$ cat config.mk
export PLATFORM = sky130hd
export DESIGN_NAME = vram_rot_fetch_flat
export DESIGN_NICKNAME = d
export VERILOG_FILES = /design/src/rtl/vram_rot_fetch_pkg.sv /design/src/rtl/vram_rot_fetch_if.sv /design/src/rtl/vram_rot_fetch_rot_mac.sv /design/src/rtl/vram_rot_fetch.sv /design/src/flat_wrapper.sv
export SDC_FILE = /design/constraint.sdc
export NUM_CORES = 2
export LEC_CHECK = 0
export CORE_ASPECT_RATIO = 1.2
export CORE_MARGIN = 2
export CORE_UTILIZATION = 58
export CTS_CLUSTER_DIAMETER = 30
export CTS_CLUSTER_SIZE = 25
export DETAILED_ROUTE_END_ITERATION = 7
export PLACE_DENSITY = 0.86
export SYNTH_ARGS = -nofsm -noshare
export SYNTH_HDL_FRONTEND = slang
export SYNTH_SLANG_ARGS = --single-unit
$ cat constraint.sdc
create_clock -name clk -period 5.85 [get_ports clk]
set_clock_uncertainty 0.05 [all_clocks]
set_input_delay 1.17 -clock clk [delete_from_list [all_inputs] [get_ports clk]]
set_output_delay 1.17 -clock clk [all_outputs]
set_load 0.005 [all_outputs]
$ cat src/rtl/vram_rot_fetch_pkg.sv
// Shared frame-buffer geometry, Q2.14 constants and address helper for the ZBT
// read/write rotators.
package vram_pkg;

  localparam int unsigned H_ACTIVE  = 800;
  localparam int unsigned V_ACTIVE  = 600;
  localparam int          FRAC_BITS = 14;
  localparam logic signed [15:0] ONE = 16'sd16384;

  typedef logic [15:0] pixel_t;
  typedef logic [18:0] vaddr_t;

  // y*800 + x built from shifts: 800 = 512 + 256 + 32.
  function automatic vaddr_t row_addr(input logic [9:0] y, input logic [10:0] x);
    vaddr_t yw;
    yw = {9'b0, y};
    return (yw << 9) + (yw << 8) + (yw << 5) + {8'b0, x};
  endfunction

endpackage

$ cat src/rtl/vram_rot_fetch_if.sv
// ZBT read port bundle: address out from the fetcher, read word back from the RAM.
interface vram_rot_fetch_if;
  import vram_pkg::*;

  vaddr_t      vram_addr;
  logic [35:0] vram_read_data;

  modport master (output vram_addr, input vram_read_data);
  modport slave  (input vram_addr, output vram_read_data);

endinterface

$ cat src/rtl/vram_rot_fetch_rot_mac.sv
// Rotation multiply-accumulate: registered Q2.14 products, then rounded,
// re-centred source coordinates (combinational from the product registers).
module rot_mac
  import vram_pkg::*;
#(
  parameter int CX = 400,
  parameter int CY = 300
) (
  input  logic               clk,
  input  logic               reset,
  input  logic signed [15:0] cos_l,
  input  logic signed [15:0] sin_l,
  input  logic signed [11:0] dx,
  input  logic signed [11:0] dy,
  output logic signed [15:0] sx,
  output logic signed [15:0] sy
);

  logic signed [27:0] p_cdx, p_sdy, p_sdx, p_cdy;
  logic signed [28:0] sum_x, sum_y;

  // 28-bit operands keep -16384 * -2048 and friends exact.
  always_ff @(posedge clk) begin
    if (reset) begin
      p_cdx <= '0;
      p_sdy <= '0;
      p_sdx <= '0;
      p_cdy <= '0;
    end else begin
      p_cdx <= 28'(cos_l) * 28'(dx);
      p_sdy <= 28'(sin_l) * 28'(dy);
      p_sdx <= 28'(sin_l) * 28'(dx);
      p_cdy <= 28'(cos_l) * 28'(dy);
    end
  end

  always_comb begin
    sum_x = 29'(p_cdx) + 29'(p_sdy) + 29'sd8192;
    sum_y = 29'(p_cdy) - 29'(p_sdx) + 29'sd8192;
    sx    = 16'(sum_x >>> FRAC_BITS) + 16'(CX);
    sy    = 16'(sum_y >>> FRAC_BITS) + 16'(CY);
  end

endmodule

$ cat src/rtl/vram_rot_fetch.sv
// Rotated ZBT read-address generator and pixel fetcher, fixed latency 4+ZBT_LAT.
// Optional build macro ROT_CHECKER_EN: out-of-image pixels show a checkerboard.
module vram_rot_fetch
  import vram_pkg::*;
#(
  parameter int          CX       = 400,
  parameter int          CY       = 300,
  parameter int unsigned ZBT_LAT  = 2,
  parameter pixel_t      BG_COLOR = 16'h0000
) (
  input  logic               clk,
  input  logic               reset,
  input  logic               en,
  input  logic [10:0]        hcount,
  input  logic [9:0]         vcount,
  input  logic signed [15:0] cos_q,
  input  logic signed [15:0] sin_q,
  vram_rot_fetch_if.master   vram,
  output pixel_t             pixel,
  output logic               pix_valid,
  output logic [10:0]        hcount_out,
  output logic [9:0]         vcount_out
);

  localparam int unsigned DLY = 3 + ZBT_LAT;
  localparam logic [10:0]        H_LIM  = 11'(H_ACTIVE);
  localparam logic [9:0]         V_LIM  = 10'(V_ACTIVE);
  localparam logic signed [15:0] SX_LIM = 16'(H_ACTIVE);
  localparam logic signed [15:0] SY_LIM = 16'(V_ACTIVE);

  logic signed [15:0] cos_l, sin_l;
  logic signed [11:0] dx, dy, dx_d, dy_d;
  logic [DLY-1:0]     act_pipe;
  logic [ZBT_LAT:0]   oob_pipe;
  logic [10:0]        hc_pipe [DLY];
  logic [9:0]         vc_pipe [DLY];

  logic               act_in, oob_s2;
  logic signed [15:0] sx, sy;
  vaddr_t             addr_s2;
  pixel_t             oob_pix;
  logic               unused_bits;

  assign act_in  = en && (hcount < H_LIM) && (vcount < V_LIM);
  assign dx_d    = $signed({1'b0, hcount}) - 12'(CX);
  assign dy_d    = $signed({2'b0, vcount}) - 12'(CY);
  assign oob_s2  = sx[15] || (sx >= SX_LIM) || sy[15] || (sy >= SY_LIM);
  assign addr_s2 = row_addr(sy[9:0], sx[10:0]);
  assign unused_bits = ^{vram.vram_read_data[35:16], sx[15:11], sy[15:10]};

  rot_mac #(
    .CX (CX),
    .CY (CY)
  ) u_rot_mac (
    .clk   (clk),
    .reset (reset),
    .cos_l (cos_l),
    .sin_l (sin_l),
    .dx    (dx),
    .dy    (dy),
    .sx    (sx),
    .sy    (sy)
  );

  always_comb begin
`ifdef ROT_CHECKER_EN
    oob_pix = (hc_pipe[DLY-1][4] ^ vc_pipe[DLY-1][4]) ? 16'h8410 : 16'h0000;
`else
    oob_pix = BG_COLOR;
`endif
  end

  always_ff @(posedge clk) begin
    if (reset) begin
      cos_l          <= ONE;
      sin_l          <= '0;
      dx             <= '0;
      dy             <= '0;
      act_pipe       <= '0;
      oob_pipe       <= '0;
      for (int i = 0; i < DLY; i++) begin
        hc_pipe[i] <= '0;
        vc_pipe[i] <= '0;
      end
      vram.vram_addr <= '0;
      pixel          <= '0;
      pix_valid      <= 1'b0;
      hcount_out     <= '0;
      vcount_out     <= '0;
    end else begin
      // Angle only moves at the top-left pixel so a frame is never torn.
      if (hcount == 11'd0 && vcount == 10'd0) begin
        cos_l <= cos_q;
        sin_l <= sin_q;
      end
      dx          <= dx_d;
      dy          <= dy_d;
      act_pipe[0] <= act_in;
      hc_pipe[0]  <= hcount;
      vc_pipe[0]  <= vcount;
      for (int i = 1; i < DLY; i++) begin
        act_pipe[i] <= act_pipe[i-1];
        hc_pipe[i]  <= hc_pipe[i-1];
        vc_pipe[i]  <= vc_pipe[i-1];
      end
      oob_pipe[0] <= oob_s2;
      for (int i = 1; i <= ZBT_LAT; i++) oob_pipe[i] <= oob_pipe[i-1];
      if (act_pipe[1] && !oob_s2) vram.vram_addr <= addr_s2;

      pix_valid  <= act_pipe[DLY-1];
      hcount_out <= hc_pipe[DLY-1];
      vcount_out <= vc_pipe[DLY-1];
      if (!act_pipe[DLY-1])       pixel <= '0;
      else if (oob_pipe[ZBT_LAT]) pixel <= oob_pix;
      else                        pixel <= vram.vram_read_data[15:0];
    end
  end

endmodule
$ cat src/flat_wrapper.sv
// flat-port wrapper written by rule: the top's interface ports become plain ports
module vram_rot_fetch_flat import vram_pkg::*;
#(
  parameter int          CX       = 400,
  parameter int          CY       = 300,
  parameter int unsigned ZBT_LAT  = 2,
  parameter pixel_t      BG_COLOR = 16'h0000
)
  (clk, reset, en, hcount, vcount, cos_q, sin_q, pixel, pix_valid, hcount_out, vcount_out, vram_vram_addr, vram_vram_read_data);
  vram_rot_fetch_if vram_i ();
  input  logic clk;
  input  logic reset;
  input  logic en;
  input  logic [10:0] hcount;
  input  logic [9:0] vcount;
  input  logic signed [15:0] cos_q;
  input  logic signed [15:0] sin_q;
  output pixel_t pixel;
  output logic pix_valid;
  output logic [10:0] hcount_out;
  output logic [9:0] vcount_out;
  output wire logic [$bits(vram_i.vram_addr)-1:0] vram_vram_addr;
  input wire logic [$bits(vram_i.vram_read_data)-1:0] vram_vram_read_data;
  assign vram_vram_addr = vram_i.vram_addr;
  assign vram_i.vram_read_data = vram_vram_read_data;
  vram_rot_fetch #(.CX(CX), .CY(CY), .ZBT_LAT(ZBT_LAT), .BG_COLOR(BG_COLOR)) u_core (.clk(clk), .reset(reset), .en(en), .hcount(hcount), .vcount(vcount), .cos_q(cos_q), .sin_q(sin_q), .vram(vram_i), .pixel(pixel), .pix_valid(pix_valid), .hcount_out(hcount_out), .vcount_out(vcount_out));
endmodule
==> results.ini <==
[yosys]
async_flop_share=0
synth.distinct_cells=83
synth_area_leaders=fa_1, dfxtp_1, ha_1
ys_ff_latch=329
netlist_instances=4418
yosysTopAreaCellShare=0.342
ys_warn_count=0
synthFlopType=dfxtp_1
synth_edf_count=0
synthesis.area_um2=40300
synth_nets=5576
ys_seq_area_frac=0.163
avgSynthCellArea_um2=9.12
yosys.area.top_type=fa_1

[outcome]
violations=design-rule violations, max-capacitance violations, max-slew violations, negative setup slack
outcome=finished with violations

[setup_path]
cp-end-kind=flip-flop
start_kind=flip-flop
crit_type=flip-flop to flip-flop
r2r_cells=20
cp.arrival_ns=6.64
rr_endpoint=u_core.u_rot_mac.p_sdx[14]
critPathRequiredTime_ns=6.23
r2r_slack_ns=-0.40
reg2reg_from=u_core.sin_l[2]
path_max_fanout=7

[finish]
final_core_util=0.713
drive_gt1_frac=0.161
seq_area_um2=6660
multi_input_area_um2=31000
instances_no_fill=5795
area_delta_synth_final_pct=21.4
nets=5983
fillCellCount=4079

[drt]
drt-total-wl_mm=135
post-route-drc-count=1
wl_per_cell_um=23.3
via_count=34800
drt_pass1_iterations=8
ant_nets=0
first_iter_violations=3614
post_drt_via_cell_ratio=6.00

[power_and_ir_drop]
p_leak_nw=21.8
p_total_mw=11.3
vdd_drop_max_mv=0.574
power_density_nw_per_um2=231

[hold_path]
whs_path_depth=1
hold_path_class=flip-flop to flip-flop
min_from=u_core.vc_pipe[4][1]
hold_end=u_core.vcount_out[1]

[timing]
tightest_slew_ns=1.74
fin_crit_sh=1.07
fin_crit_ns=6.25
fmaxAchievable_mhz=160
fin_setup_tns_ns=-6.04
hold_viol_final=0
rsz0062_at_grt=true
slew_headroom=-0.169
setup_viol=33
setup_ws_ns=-0.402
finalMaxSlewViolations=4

[clock_network]
cts.clk_slew.worst_paths_ns=0.06
cts_hold_buf=0
cts_tree=done
clk_latency_ns=0.70
cts_root_buf=clkbuf_16
cts_max_path_buffers=3
cts_sinks=329
htreeDepth=2
cts_inserted_buffers=60

[floorplan]
die_x_um=245
boundaryPins=149
initial_core_util=0.588
core_area_um2=68600
fp.dieH_um=293
fp-row-count=105
dieArea_um2=71600

[grt]
grtUsageMet3=0.0720
grt_pass1_vias=35300
grt_pass1_wl_mm=181
grt_busiest_layer=met2
use_met1=0.350
antenna_found_initial=19
grt_remaining_overflow=0
grt_use_met2=0.546
track_usage=0.322
grt_start_max_net_pins=179

[placement]
post-dp-hpwl_mm=84.3
gp_congestion=0.951
io_buffers=128
dp_cells=5594

[run]
maxCapViolations=2

## synth_stat cells (all sizes together) (6+ instances only)
cell type	count
a211oi	19
a21boi	10
a21o	32
a21oi	150
a31oi	13
and2	311
and3	11
and4	6
buf	8
clkbuf	188
dfxtp	329
fa	689
ha	377
inv	825
nand2	529
nand2b	81
nand3	43
nand4	12
nor2	159
nor2b	164
nor3	53
nor4	8
nor4b	6
o211ai	7
o21a	13
o21ai	100
o21bai	15
o31a	6
o31ai	10
or2	8
or3	13
xnor2	103
xor2	44
## report_power, final
group | internal, mW | switching, mW | total (mW)
clock | 2.14 | 1.54 | 3.68
sequential | 2.30 | 0.0655 | 2.36
combinational | 2.70 | 2.54 | 5.24
total | 7.13 | 4.15 | 11.3
## repair_timing
item / 4_1_cts / 5_1_grt
pin swaps: 53 / 134
gates cloned: 0 / 2
endpoints found under the hold margin: 0 / 0
buffers inserted: 32 / 47
endpoints found under the setup margin: 35 / 58
resized for setup: 70 / 263
## placed cells by master, fill, tap and decap left out, drive strengths merged, types with 11 or more instances in the layout
| cell | synthesis | routed |
|---|---|---|
| inv | 825 | 849 |
| fa | 689 | 689 |
| nand2 | 529 | 529 |
| buf | 8 | 412 |
| ha | 377 | 377 |
| dfxtp | 329 | 329 |
| and2 | 311 | 311 |
| nor2b | 164 | 164 |
| nor2 | 159 | 159 |
| a21oi | 150 | 150 |
| clkdlybuf4s50 | 0 | 127 |
| xnor2 | 103 | 103 |
| o21ai | 100 | 100 |
| nand2b | 81 | 81 |
| clkbuf | 188 | 63 |
| nor3 | 53 | 53 |
| xor2 | 44 | 44 |
| nand3 | 43 | 43 |
| a21o | 32 | 32 |
| a211oi | 19 | 19 |
| o21bai | 15 | 15 |
| clkinv | 0 | 14 |
| o21a | 13 | 13 |
| or3 | 13 | 13 |
| a31oi | 13 | 13 |
| nand4 | 12 | 12 |
| diode | 0 | 11 |
| and3 | 11 | 11 |
## layer usage
| layer | vias up | routed length, um |
|---|---|---|
| li1 | 14400 | - |
| met3 | 1054 | 16500 |
| met4 | 20 | 13900 |
| met5 | - | 119 |
| met2 | 2655 | 62600 |
| met1 | 16700 | 41600 |
## worst max-delay path, cell delays in order, from the launching register on
cell      delay, ns
dfxtp_1        0.52
buf_4          0.24
nand2_1        0.10
fa_1           0.49
inv_1          0.05
ha_1           0.28
ha_1           0.31
inv_1          0.10
fa_1           0.44
fa_1           0.49
inv_1          0.04
ha_1           0.28
buf_4          0.14
a21oi_1        0.19
o21ai_0        0.10
a21oi_1        0.25
o21ai_0        0.15
a21oi_2        0.22
o21a_1         0.16
nor2_1         0.07
a211oi_1       1.39
## final cells by class
class,count,area share
Tap cell,909,0.0232
Clock buffer,61,0.0310
Sequential cell,329,0.136
Timing Repair Buffer,541,0.0993
Antenna cell,11,0.000563
Inverter,825,0.0634
Clock inverter,51,0.0131
Multi-Input combinational cell,3068,0.633
## kinds of logic (layout without fill, tap and decap cells)
logic type      Yosys count  in the layout  share of synthesized area
mux                       4              4                    0.00106
xor+xnor                147            147                     0.0321
fa+ha+maj              1066           1066                      0.459
other cells               0             11                          0
compound gates          428            428                     0.0691
flops                   329            329                      0.163
buf+inv                1021           1478                     0.0956
simple gates           1423           1423                      0.179
## stage by stage
step / cell area, um^2 / setup slack (ns) / hold WS (ns)
3_3_place_gp: 44800 / -0.229 / 0.365
5_1_grt: 48900 / -0.625 / 0.391
6_report: 48900 / -0.402 / 0.383
3_5_place_dp: 44800 / -0.433 / 0.372
2_1_floorplan: 40400 / 0.0144 / 0.364
4_1_cts: 47400 / -0.126 / 0.381
## worst max-delay path by stage
| stage | start | endpoint | slack [ns] |
|---|---|---|---|
| 2_1_floorplan | u_core.u_rot_mac.p_cdx[2] | u_core.vram.vram_addr[18] | 0.01 |
| 4_1_cts | u_core.u_rot_mac.p_sdy[3] | u_core.vram.vram_addr[18] | -0.13 |
| 3_3_place_gp | u_core.u_rot_mac.p_cdx[2] | u_core.vram.vram_addr[17] | -0.23 |
| 3_5_place_dp | u_core.cos_l[7] | u_core.u_rot_mac.p_cdy[26] | -0.43 |
| 5_1_grt | u_core.dx[1] | u_core.u_rot_mac.p_sdx[14] | -0.62 |
| 6_report | u_core.sin_l[2] | u_core.u_rot_mac.p_sdx[14] | -0.40 |
## state kept, by name (all words and copies together) (netlist names)
register and count:
u_core.pix_valid 1, u_core.sin_l 16, u_core.vc_pipe 48, u_core.u_rot_mac.p_sdx 28, u_core.act_pipe 5, u_core.dy 11, u_core.hcount_out 11, u_core.vram.vram_addr 19
u_core.u_rot_mac.p_cdx 28, u_core.u_rot_mac.p_cdy 27, u_core.pixel 16, u_core.dx 12, u_core.vcount_out 10, u_core.oob_pipe 3, u_core.cos_l 16, u_core.hc_pipe 51
u_core.u_rot_mac.p_sdy 27
No activity file was read; power rests on OpenSTA's default activity.
